File: src/rtl/rr_mux_arbiter.sv
// Round-robin arbiter driving a shared N:1 data mux. Each grant lasts up to
// BURST accepted beats, then the pointer rotates past the granted requester.
module rr_mux_arbiter #(
  parameter int N     = 4,
  parameter int W     = 8,
  parameter int BURST = 4
) (
  input  logic                 clk,
  input  logic                 rst_n,
  input  logic [N-1:0]         req_valid,
  input  logic [N*W-1:0]       req_data,
  output logic [N-1:0]         req_ready,
  output logic                 out_valid,
  output logic [W-1:0]         out_data,
  input  logic                 out_ready,
  output logic [$clog2(N)-1:0] out_sel,
  output logic                 busy
);

  localparam int SW = $clog2(N);
  localparam int CW = $clog2(BURST + 1);

  localparam logic [0:0] S_IDLE  = 1'b0;
  localparam logic [0:0] S_GRANT = 1'b1;

  logic [0:0]    state_q, state_d;
  logic [SW-1:0] gnt_q, gnt_d;
  logic [SW-1:0] ptr_q, ptr_d;
  logic [CW-1:0] cnt_q, cnt_d;

  logic          hit;
  logic [SW-1:0] pick;
  logic [SW-1:0] scan_idx;
  logic          sel_valid;
  logic [W-1:0]  slice [N];

  generate
    for (genvar gi = 0; gi < N; gi++) begin : g_slice
      assign slice[gi] = req_data[gi*W +: W];
    end
  endgenerate

  // First valid requester at or after ptr; N is a power of two so the SW-bit add wraps.
  always_comb begin
    hit      = 1'b0;
    pick     = ptr_q;
    scan_idx = ptr_q;
    for (int k = 0; k < N; k++) begin
      scan_idx = ptr_q + SW'(k);
      if (!hit && req_valid[scan_idx]) begin
        pick = scan_idx;
        hit  = 1'b1;
      end
    end
  end

  assign sel_valid = req_valid[gnt_q];

  always_comb begin
    state_d = state_q;
    gnt_d   = gnt_q;
    ptr_d   = ptr_q;
    cnt_d   = cnt_q;
    case (state_q)
      S_IDLE: begin
        if (hit) begin
          gnt_d   = pick;
          cnt_d   = '0;
          state_d = S_GRANT;
        end
      end
      S_GRANT: begin
        if (!sel_valid) begin
          state_d = S_IDLE;
          ptr_d   = gnt_q + SW'(1);
        end else if (out_ready) begin
          cnt_d = cnt_q + CW'(1);
          if (cnt_q + CW'(1) == CW'(BURST)) begin
            state_d = S_IDLE;
            ptr_d   = gnt_q + SW'(1);
          end
        end
      end
      default: state_d = S_IDLE;
    endcase
  end

  always_ff @(posedge clk or negedge rst_n) begin
    if (!rst_n) begin
      state_q <= S_IDLE;
      gnt_q   <= '0;
      ptr_q   <= '0;
      cnt_q   <= '0;
    end else begin
      state_q <= state_d;
      gnt_q   <= gnt_d;
      ptr_q   <= ptr_d;
      cnt_q   <= cnt_d;
    end
  end

  // Outputs decode straight from the registers, so reset clears them without a clock.
  always_comb begin
    busy      = (state_q == S_GRANT);
    out_sel   = gnt_q;
    out_valid = 1'b0;
    out_data  = '0;
    req_ready = '0;
    if (busy) begin
      out_valid        = sel_valid;
      out_data         = slice[gnt_q];
      req_ready[gnt_q] = out_ready;
    end
  end

endmodule
File: config.mk
export PLATFORM = sky130hd
export DESIGN_NAME = rr_mux_arbiter
export DESIGN_NICKNAME = d
export VERILOG_FILES = /design/src/rtl/rr_mux_arbiter.sv
export SDC_FILE = /design/constraint.sdc
export NUM_CORES = 1
export LEC_CHECK = 0
export CAP_MARGIN = 5
export CELL_PAD_IN_SITES_DETAIL_PLACEMENT = 0
export CELL_PAD_IN_SITES_GLOBAL_PLACEMENT = 1
export CORE_ASPECT_RATIO = 0.75
export CORE_UTILIZATION = 26
export CTS_BUF_LIST = sky130_fd_sc_hd__clkbuf_8 sky130_fd_sc_hd__clkbuf_16
export DETAILED_ROUTE_END_ITERATION = 8
export HOLD_SLACK_MARGIN = 0.06
export PLACE_DENSITY_LB_ADDON = 0.1
export SYNTH_ARGS = -nofsm -noshare
export SYNTH_HDL_FRONTEND = slang
export SYNTH_SLANG_ARGS = --single-unit
File: constraint.sdc
create_clock -name clk -period 2.35 [get_ports clk]
set_clock_uncertainty 0.05 [all_clocks]
set_input_delay 0.47 -clock clk [delete_from_list [all_inputs] [get_ports clk]]
set_output_delay 0.47 -clock clk [all_outputs]
set_load 0.05 [all_outputs]
# ---- Word-level counts from Yosys, hierarchy flattened
# Index checks and enable logic that the tools add are counted.
# W data, S select, Z words.
dict set report word_totals {
  regBits 8
}
dict set report classes {
  n_eq_ne 6
  mux 37
  n_addsub 5
  n_reduce_logical 10
  order_cmp 7
  n_bitwise 3
}
# operator n
set ops {}
lappend ops {{$mux W8} 3}
lappend ops {{$bmux W8 S2} 1}
lappend ops {{$lt A2 B3 Y1 const B} 5}
lappend ops {{$mux W1} 15}
lappend ops {{$mux W2} 6}
lappend ops {{$bmux W1 S2} 5}
lappend ops {{$mux W3} 3}
lappend ops {{$ne A2 B2 Y1 const B} 3}
lappend ops {{$pmux W3 S2} 1}
lappend ops {{$reduce_and A3 Y1} 2}
lappend ops {{$add A2 B1 Y2 const B} 2}
lappend ops {{$add A2 B2 Y2 const B} 2}
lappend ops {{$and A4 B4 Y4} 1}
lappend ops {{$logic_and A1 B1 Y1} 4}
lappend ops {{$mux W4} 1}
lappend ops {{$ne A2 B1 Y1 const B} 2}
lappend ops {{$add A3 B1 Y3 const B} 1}
lappend ops {{$eq A3 B3 Y1 const B} 1}
lappend ops {{$ge A3 B3 Y1 const B} 1}
lappend ops {{$logic_not A1 Y1} 3}
lappend ops {{$not A2 Y3} 1}
lappend ops {{$demux W1 S2} 1}
lappend ops {{$ge A2 B1 Y1 const B} 1}
lappend ops {{$pmux W1 S2} 1}
lappend ops {{other kinds (2)} 2}

# ---- Longest topological paths before layout
# Gate-level depths: netlist (run 1).
dict set report depth {
  word_depth 14
  depth_mapped 6
  mapped_depth_nobuf 5
}

# ---- Worst setup path before layout (run 1)
# No wires, ideal clock.
dict set report synth_path {
  path_kind {flip-flop to output port}
  start {reg gnt_q[0] (netlist: out_sel[0])}
  end {out out_data[1]}
  stages_incl_launch_ff 5
  slack_ps 19
  t_arrival_ps 1811
  path_cell_list {dfrtp_1 buf_6 buf_6 mux4_2 and2_1}
}
dict set report synth_via {
  elab_chain_cells 5
}
# item line_no
set synth_rtl {}
lappend synth_rtl {{from (decl)} 27} ;# logic [SW-1:0] gnt_q, gnt_d;
lappend synth_rtl {{from (signal assigned)} 96} ;# gnt_q <= gnt_d;
lappend synth_rtl {{$not A2 Y3 (implied by the code)} 111} ;# out_data = slice[gnt_q];
lappend synth_rtl {{$bmux W8 S2} 111}
lappend synth_rtl {{$mux W8 (implied by the code) (2 in series)} 111}
lappend synth_rtl {{$mux W8} 109} ;# if (busy) begin
lappend synth_rtl {{to (decl)} 14} ;# output logic [W-1:0] out_data,
# Every way passes these cells. The select of a mux whose other input is x is not followed.

# ---- Final worst setup path (run 1)
dict set report layout_path {
  start {in req_valid[3]}
  end {out out_valid}
}
dict set report layout_via {
  elab_chain_cells 3
}
# item line_no
set layout_rtl {}
lappend layout_rtl {{from (decl)} 10} ;# input logic [N-1:0] req_valid,
lappend layout_rtl {{$bmux W1 S2} 57} ;# assign sel_valid = req_valid[gnt_q];
lappend layout_rtl {{$mux W1 (implied by the code)} 57}
lappend layout_rtl {{$mux W1} 109}
lappend layout_rtl {{to (decl)} 13} ;# output logic out_valid,
# Every way passes these cells. The select of a mux whose other input is x is not followed.

==> results.py, run 1 <==
metrics = {
    "logic_synthesis": {
        "synth_top_cell_by_area": "dfrtp_1",
        "postSynthAreaPerCell_um2": 9.785,
        "synth_edf_count": 0,
        "yosys-top-cells-count": "9 x nand2_1, 8 x and2_1, 8 x dfrtp_1, 8 x mux4_2",
        "yosysWarnings": 0,
        "yosysMostFrequentCell": "nand2_1",
        "syn_nets": 134,
        "syn_inst": 89,
        "seq_area_frac_synth_pct": 22.99,
        "synth_top_cell_area_share_pct": 22.99,
        "synth-seq-cells": 8,
        "ys.flop_type": "dfrtp_1",
        "netlist_area_um2": 870.8,
        "synthTopCellsByArea": "dfrtp_1 23%, mux4_2 21%, ha_1 8.6%, and2_1 5.7%, mux2i_1 4.6%",
        "ys_types": 27,
        "async_reset_ff_share_pct": 100.0,
    },
    "placement": {
        "preCtsSetupSlack_ns": 0.07590,
        "place_hpwl_mm": 1.921,
        "placed_area_um2": 1491,
        "place_congestion": 0.7257,
        "port_buffers": 54,
    },
    "clock_tree": {
        "tritoncts": "done",
        "cts-root-buf": "clkbuf_8",
        "clk_latency_ns": 0.23,
        "post_cts.repair.setup_buffers": 0,
        "clk_pin_slew_ns": 0.05,
        "htree_levels": 1,
        "clock-sinks": 8,
        "numCtsBuffers": 3,
        "clk_path_buf_depth": 2,
        "postCtsHoldBufs": 0,
        "ctsResizeCount": 0,
    },
    "layout": {
        "antennaDiodeCount": 0,
        "fill_cells": 290,
        "utilization_pct": 50.16,
        "fin_nets": 194,
        "layout-drive-gt1-share_pct": 25.85,
        "stdcell_area_um2": 1536,
        "syn2layout_area_growth_pct": 76.44,
    },
    "grt": {
        "met1_usage_pct": 18.34,
        "grt_pass1_vias": 868,
        "gr-max-usage-layer": "met2",
        "grt.total_usage_pct": 15.24,
        "grt_antenna_before_repair": 0,
        "grt_max_degree": 21,
        "globalRouteMet3Util_pct": 3.947,
        "grt_pass1_wl_mm": 4.015,
        "grt_use_met2_pct": 28.59,
        "grt-ovfl-total": 0,
    },
    "power_and_ir_drop": {
        "ir_worst_vdd_mv": 0.5401,
        "power_density_nw_per_um2": 1255,
        "power_leakage_uw": 0.0006803,
    },
    "drt": {
        "drt_iter0_drc": 25,
        "route.detailed.drc": 0,
        "vias": 877,
        "drt-total-wl_mm": 2.411,
        "vias_per_cell": 4.741,
        "detail_route.wl_per_cell_um": 13.03,
        "ant_nets": 0,
        "first_pass_iters": 4,
    },
    "critical_path": {
        "cp_max_fo": 5,
        "cp_num_buf_inv": 2,
        "startpoint_type": "input port",
        "path_depth": 5,
        "reg2reg_depth": 5,
        "cp.required_ns": 1.83,
        "crit_path_max_incr_delay_ns": 0.50,
        "crit_family": "buffers and inverters",
        "cp.arrival_ns": 1.72,
        "critical_path_class": "in -> out",
        "cp_cell_sequence": "clkdlybuf4s50_1 -> mux2i_2 -> nand2_1 -> and3_1 -> buf_12",
        "crit_slowest_cell": "clkdlybuf4s50_1",
        "endpoint_kind": "output port",
    },
    "sta": {
        "setup_viol": 0,
        "slew_headroom_pct": 63.10,
        "setup_tns_ns": 0,
        "slew_violations": 0,
        "timing.final.crit_share_pct": 95.27,
        "timing.final.ws_setup_ns": 0.1112,
        "rsz0062_at_grt": "no",
        "holdWs_ns": 0.4773,
        "final-hold-violation-count": 0,
        "worst_pin_slew_ns": 0.5535,
        "min_period_ns": 2.239,
        "max_freq_mhz": 446.7,
    },
    "die": {
        "initial_core_util_pct": 28.43,
        "fp.dieH_um": 52.12,
        "rows": 17,
        "pin_count": 55,
        "core_um2": 3063,
        "die_area_um2": 3587,
        "die_w_um": 68.83,
    },
    "flow_run": {
        "maxCapViolations": 0,
    },
    "hold_path": {
        "hold_class": "in -> async",
    },
    "outcome": {
        "status": "completed",
    },
}
[logic make-up after synthesis]
kind of cell / synth area share [%]
xor+xnor: 1.006
buf+inv: 5.746
compound gates: 11.64
fa+ha+maj: 8.620
simple gates: 22.99
flops: 22.99
mux: 27.01
[layer usage]
layer,vias up,routed length [um],share of wire (%)
met4,0,0,0
met1,414,1104,46
met5,-,0,0
met3,0,113,4.7
li1,439,-,-
met2,24,1194,50
[per-stage QoR]
step,cells,power [uW]
floorplan,89,1299
global placement,182,1772
detailed placement,182,1782
CTS,185,1957
global route,185,2067
finish,185,1929
[worst register-to-register path: stages, from the launching register on]
cell and delay (ns):
dfrtp_1 0.49, mux2i_1 0.32, buf_4 0.17, nand3_1 0.07, and3_4 0.19, mux2_4 0.29
[cell type report]
type	count	area (um^2)	share of cell area (%)
Timing Repair Buffer	60	608.1	39.58
Clock buffer	3	41.29	2.687
Tap cell	38	47.55	3.094
Sequential cell	8	200.2	13.03
Multi-Input combinational cell	72	624.3	40.64
Inverter	4	15.01	0.9772
[state kept, by name, summed over array words and instances, names as in the netlist]
register and flops:
cnt_q 3, out_sel 2, ptr_q 2, busy 1
[cell usage in the layout (no fill, tap or decap)]
cell type	synthesis	routed
buf_12	0	5
a21o_1	1	1
nor2_1	4	4
a22o_1	1	1
and3_4	1	1
nand4_1	1	1
mux2i_1	4	3
mux2_4	1	1
mux4_2	8	8
mux2i_2	0	1
nand3_1	4	4
a21bo_2	1	1
and2_1	8	8
a21oi_1	3	3
o32ai_1	1	1
ha_1	6	6
clkbuf_8	0	3
o22ai_2	1	1
and3_1	5	5
o221ai_1	1	1
nor2b_1	4	4
nand3b_1	1	1
inv_1	4	4
clkdlybuf4s50_1	0	38
nand2_1	9	9
o21ai_0	6	6
xor2_1	1	1
buf_4	0	17
dfrtp_1	8	8
[power by group]
group	internal (uW)	switching, uW	total [uW]
combinational	651	806	1460
clock	111	54.3	165
sequential	199	108	307
[path summary, 6_finish.rpt]
path                       slack, ns    startpoint   endpoint
setup reg to reg                0.66    out_sel[1]   ptr_q[1]
hold reg to reg                 0.48      cnt_q[0]   cnt_q[0]
min in group clk                0.48      cnt_q[0]   cnt_q[0]
hold / removal                  0.48         rst_n   ptr_q[1]
setup / recovery                0.11  req_valid[3]  out_valid
max in group asynchronous       1.49         rst_n   ptr_q[0]
No activity file was read; power rests on OpenSTA's default activity.
==> run 2, diff against run 1 <==
- SKIP_LAST_GASP: default -> 1
==> results of run 2 <==
The final DEF is identical to that of run 1; final timing and power are the same.
==> run 3, diff against run 2 <==
--- a/config.mk
+++ b/config.mk
@@ -14,2 +14,3 @@
 export DETAILED_ROUTE_END_ITERATION = 8
+export GPL_ROUTABILITY_DRIVEN = 1
 export HOLD_SLACK_MARGIN = 0.06
==> constraint.sdc (replaced) <==
create_clock -name clk -period 2.35 [get_ports clk]
set_clock_uncertainty 0.05 [all_clocks]
set_input_delay 0.235 -clock clk [delete_from_list [all_inputs] [get_ports clk]]
set_output_delay 0.235 -clock clk [all_outputs]
set_load 0.05 [all_outputs]
==> results.py, run 3 (synthesis gave the netlist of run 1 again) <==
metrics = {
    "die": {
        "pin_count": 55,
        "die_w_um": 68.83,
        "rows": 17,
        "initial_core_util_pct": 28.43,
        "die_area_um2": 3587,
        "core_um2": 3063,
        "fp.dieH_um": 52.12,
    },
    "drt": {
        "ant_nets": 0,
        "detail_route.wl_per_cell_um": 14.02,
        "first_pass_iters": 4,
        "drt-total-wl_mm": 2.552,
        "vias_per_cell": 4.890,
        "route.detailed.drc": 0,
        "drt_iter0_drc": 12,
        "vias": 890,
    },
    "grt": {
        "grt.total_usage_pct": 16.34,
        "grt_max_degree": 20,
        "grt-ovfl-total": 0,
        "grt_pass1_wl_mm": 4.181,
        "grt_pass1_vias": 929,
        "grt_antenna_before_repair": 0,
    },
    "sta": {
        "worst_pin_slew_ns": 0.4983,
        "setup_viol": 0,
        "setup_tns_ns": 0,
        "final-hold-violation-count": 0,
        "slew_headroom_pct": 66.68,
        "min_period_ns": 2.023,
        "rsz0062_at_grt": "no",
        "max_freq_mhz": 494.4,
        "timing.final.crit_share_pct": 86.08,
        "slew_violations": 0,
    },
    "critical_path": {
        "cp.arrival_ns": 1.74,
        "cp_max_fo": 10,
        "rr_startpoint": "out_sel[1]",
        "startpoint_type": "flop",
        "endpoint_kind": "output port",
        "cp_cell_sequence": "mux2i_1 -> nand2_1 -> and3_1 -> buf_12",
        "cp.required_ns": 2.07,
        "crit_slowest_cell": "dfrtp_1",
        "critical_path_class": "reg -> out",
        "crit_path_max_incr_delay_ns": 0.60,
        "startpoint": "out_sel[1]",
    },
    "layout": {
        "fin_nets": 191,
        "mostFrequentLayoutCell": "clkdlybuf4s50_1",
        "final_cell_mix": "40 x clkdlybuf4s50_1, 14 x buf_4, 9 x nand2_1",
        "syn2layout_area_growth_pct": 71.12,
        "largest_reg_flops": 3,
        "utilization_pct": 48.65,
        "layout-drive-gt1-share_pct": 22.22,
        "antennaDiodeCount": 0,
        "regMostFlops": "cnt_q",
        "stdcell_count": 182,
    },
    "placement": {
        "place_inst": 179,
        "port_buffers": 54,
        "place_hpwl_mm": 2.050,
        "place_congestion": 0.7428,
    },
    "outcome": {
        "status": "completed",
    },
    "clock_tree": {
        "clock-sinks": 8,
        "clk_latency_ns": 0.23,
        "cts-root-buf": "clkbuf_8",
        "clk_path_buf_depth": 2,
        "clk_pin_slew_ns": 0.04,
        "htree_levels": 1,
        "numCtsBuffers": 3,
        "postCtsHoldBufs": 0,
        "ctsResizeCount": 0,
        "tritoncts": "done",
        "post_cts.repair.setup_buffers": 0,
    },
    "power_and_ir_drop": {
        "power_leakage_uw": 0.0006559,
        "p_total_uw": 1899,
        "power_density_nw_per_um2": 1275,
        "ir_worst_vdd_mv": 0.8329,
    },
    "hold_path": {
        "hold_class": "in -> async",
    },
    "flow_run": {
        "maxCapViolations": 0,
    },
}
-- run 3: routing by layer --
metal | track usage, % | share of wire (%) | up-vias
li1 | - | - | 435
met1 | 19.23 | 44 | 427
met2 | 28.92 | 50 | 25
met3 | 5.921 | 5.7 | 3
met4 | 2.041 | 0.20 | 0
met5 | 0 | 0 | -
-- run 3: cell type report --
| class | count | area, um^2 |
|---|---|---|
| fillers | 303 | 1573 |
| multi-input cells | 72 | 620.6 |
| repair buffers | 57 | 565.5 |
| flip-flops and latches | 8 | 200.2 |
| well taps | 38 | 47.55 |
| clock buffers | 3 | 41.29 |
| inverters | 4 | 15.01 |
-- run 3: worst paths after layout --
path                        endpoint  slack (ns)  cells after the start
max                        out_valid        0.33                      4
min reg2reg                 cnt_q[0]        0.48                      1
min in group clk            cnt_q[0]        0.48                      1
max in group asynchronous   ptr_q[1]        1.73                      1
min                         ptr_q[0]        0.24                      1
max reg2reg                 ptr_q[1]        0.56                      4
-- run 3: metrics by stage --
step                hold slack, ns  area (um^2)  worst slack [ns]
global route                0.2670         1490            0.2227
finish                      0.2443         1490            0.3272
detailed placement          0.4791         1449            0.5050
floorplan                  -0.1106        870.8            0.2536
CTS                         0.2600         1490            0.3252
global placement            0.4671         1449            0.5198
-- run 3: power breakdown --
| part | switching (uW) | internal, uW | leakage (uW) |
|---|---|---|---|
| clock network | 58.4 | 111 | 0.0000216 |
| logic | 838 | 613 | 0.000535 |
| registers | 79.0 | 200 | 0.0000993 |
-- run 3: critical path: cells and delay by family (launching register included) --
kind                   cells  cell delay [ns]
buffers and inverters      1             0.16
and+or+nand+nor            2             0.32
DFF                        1             0.60
muxes                      1             0.43
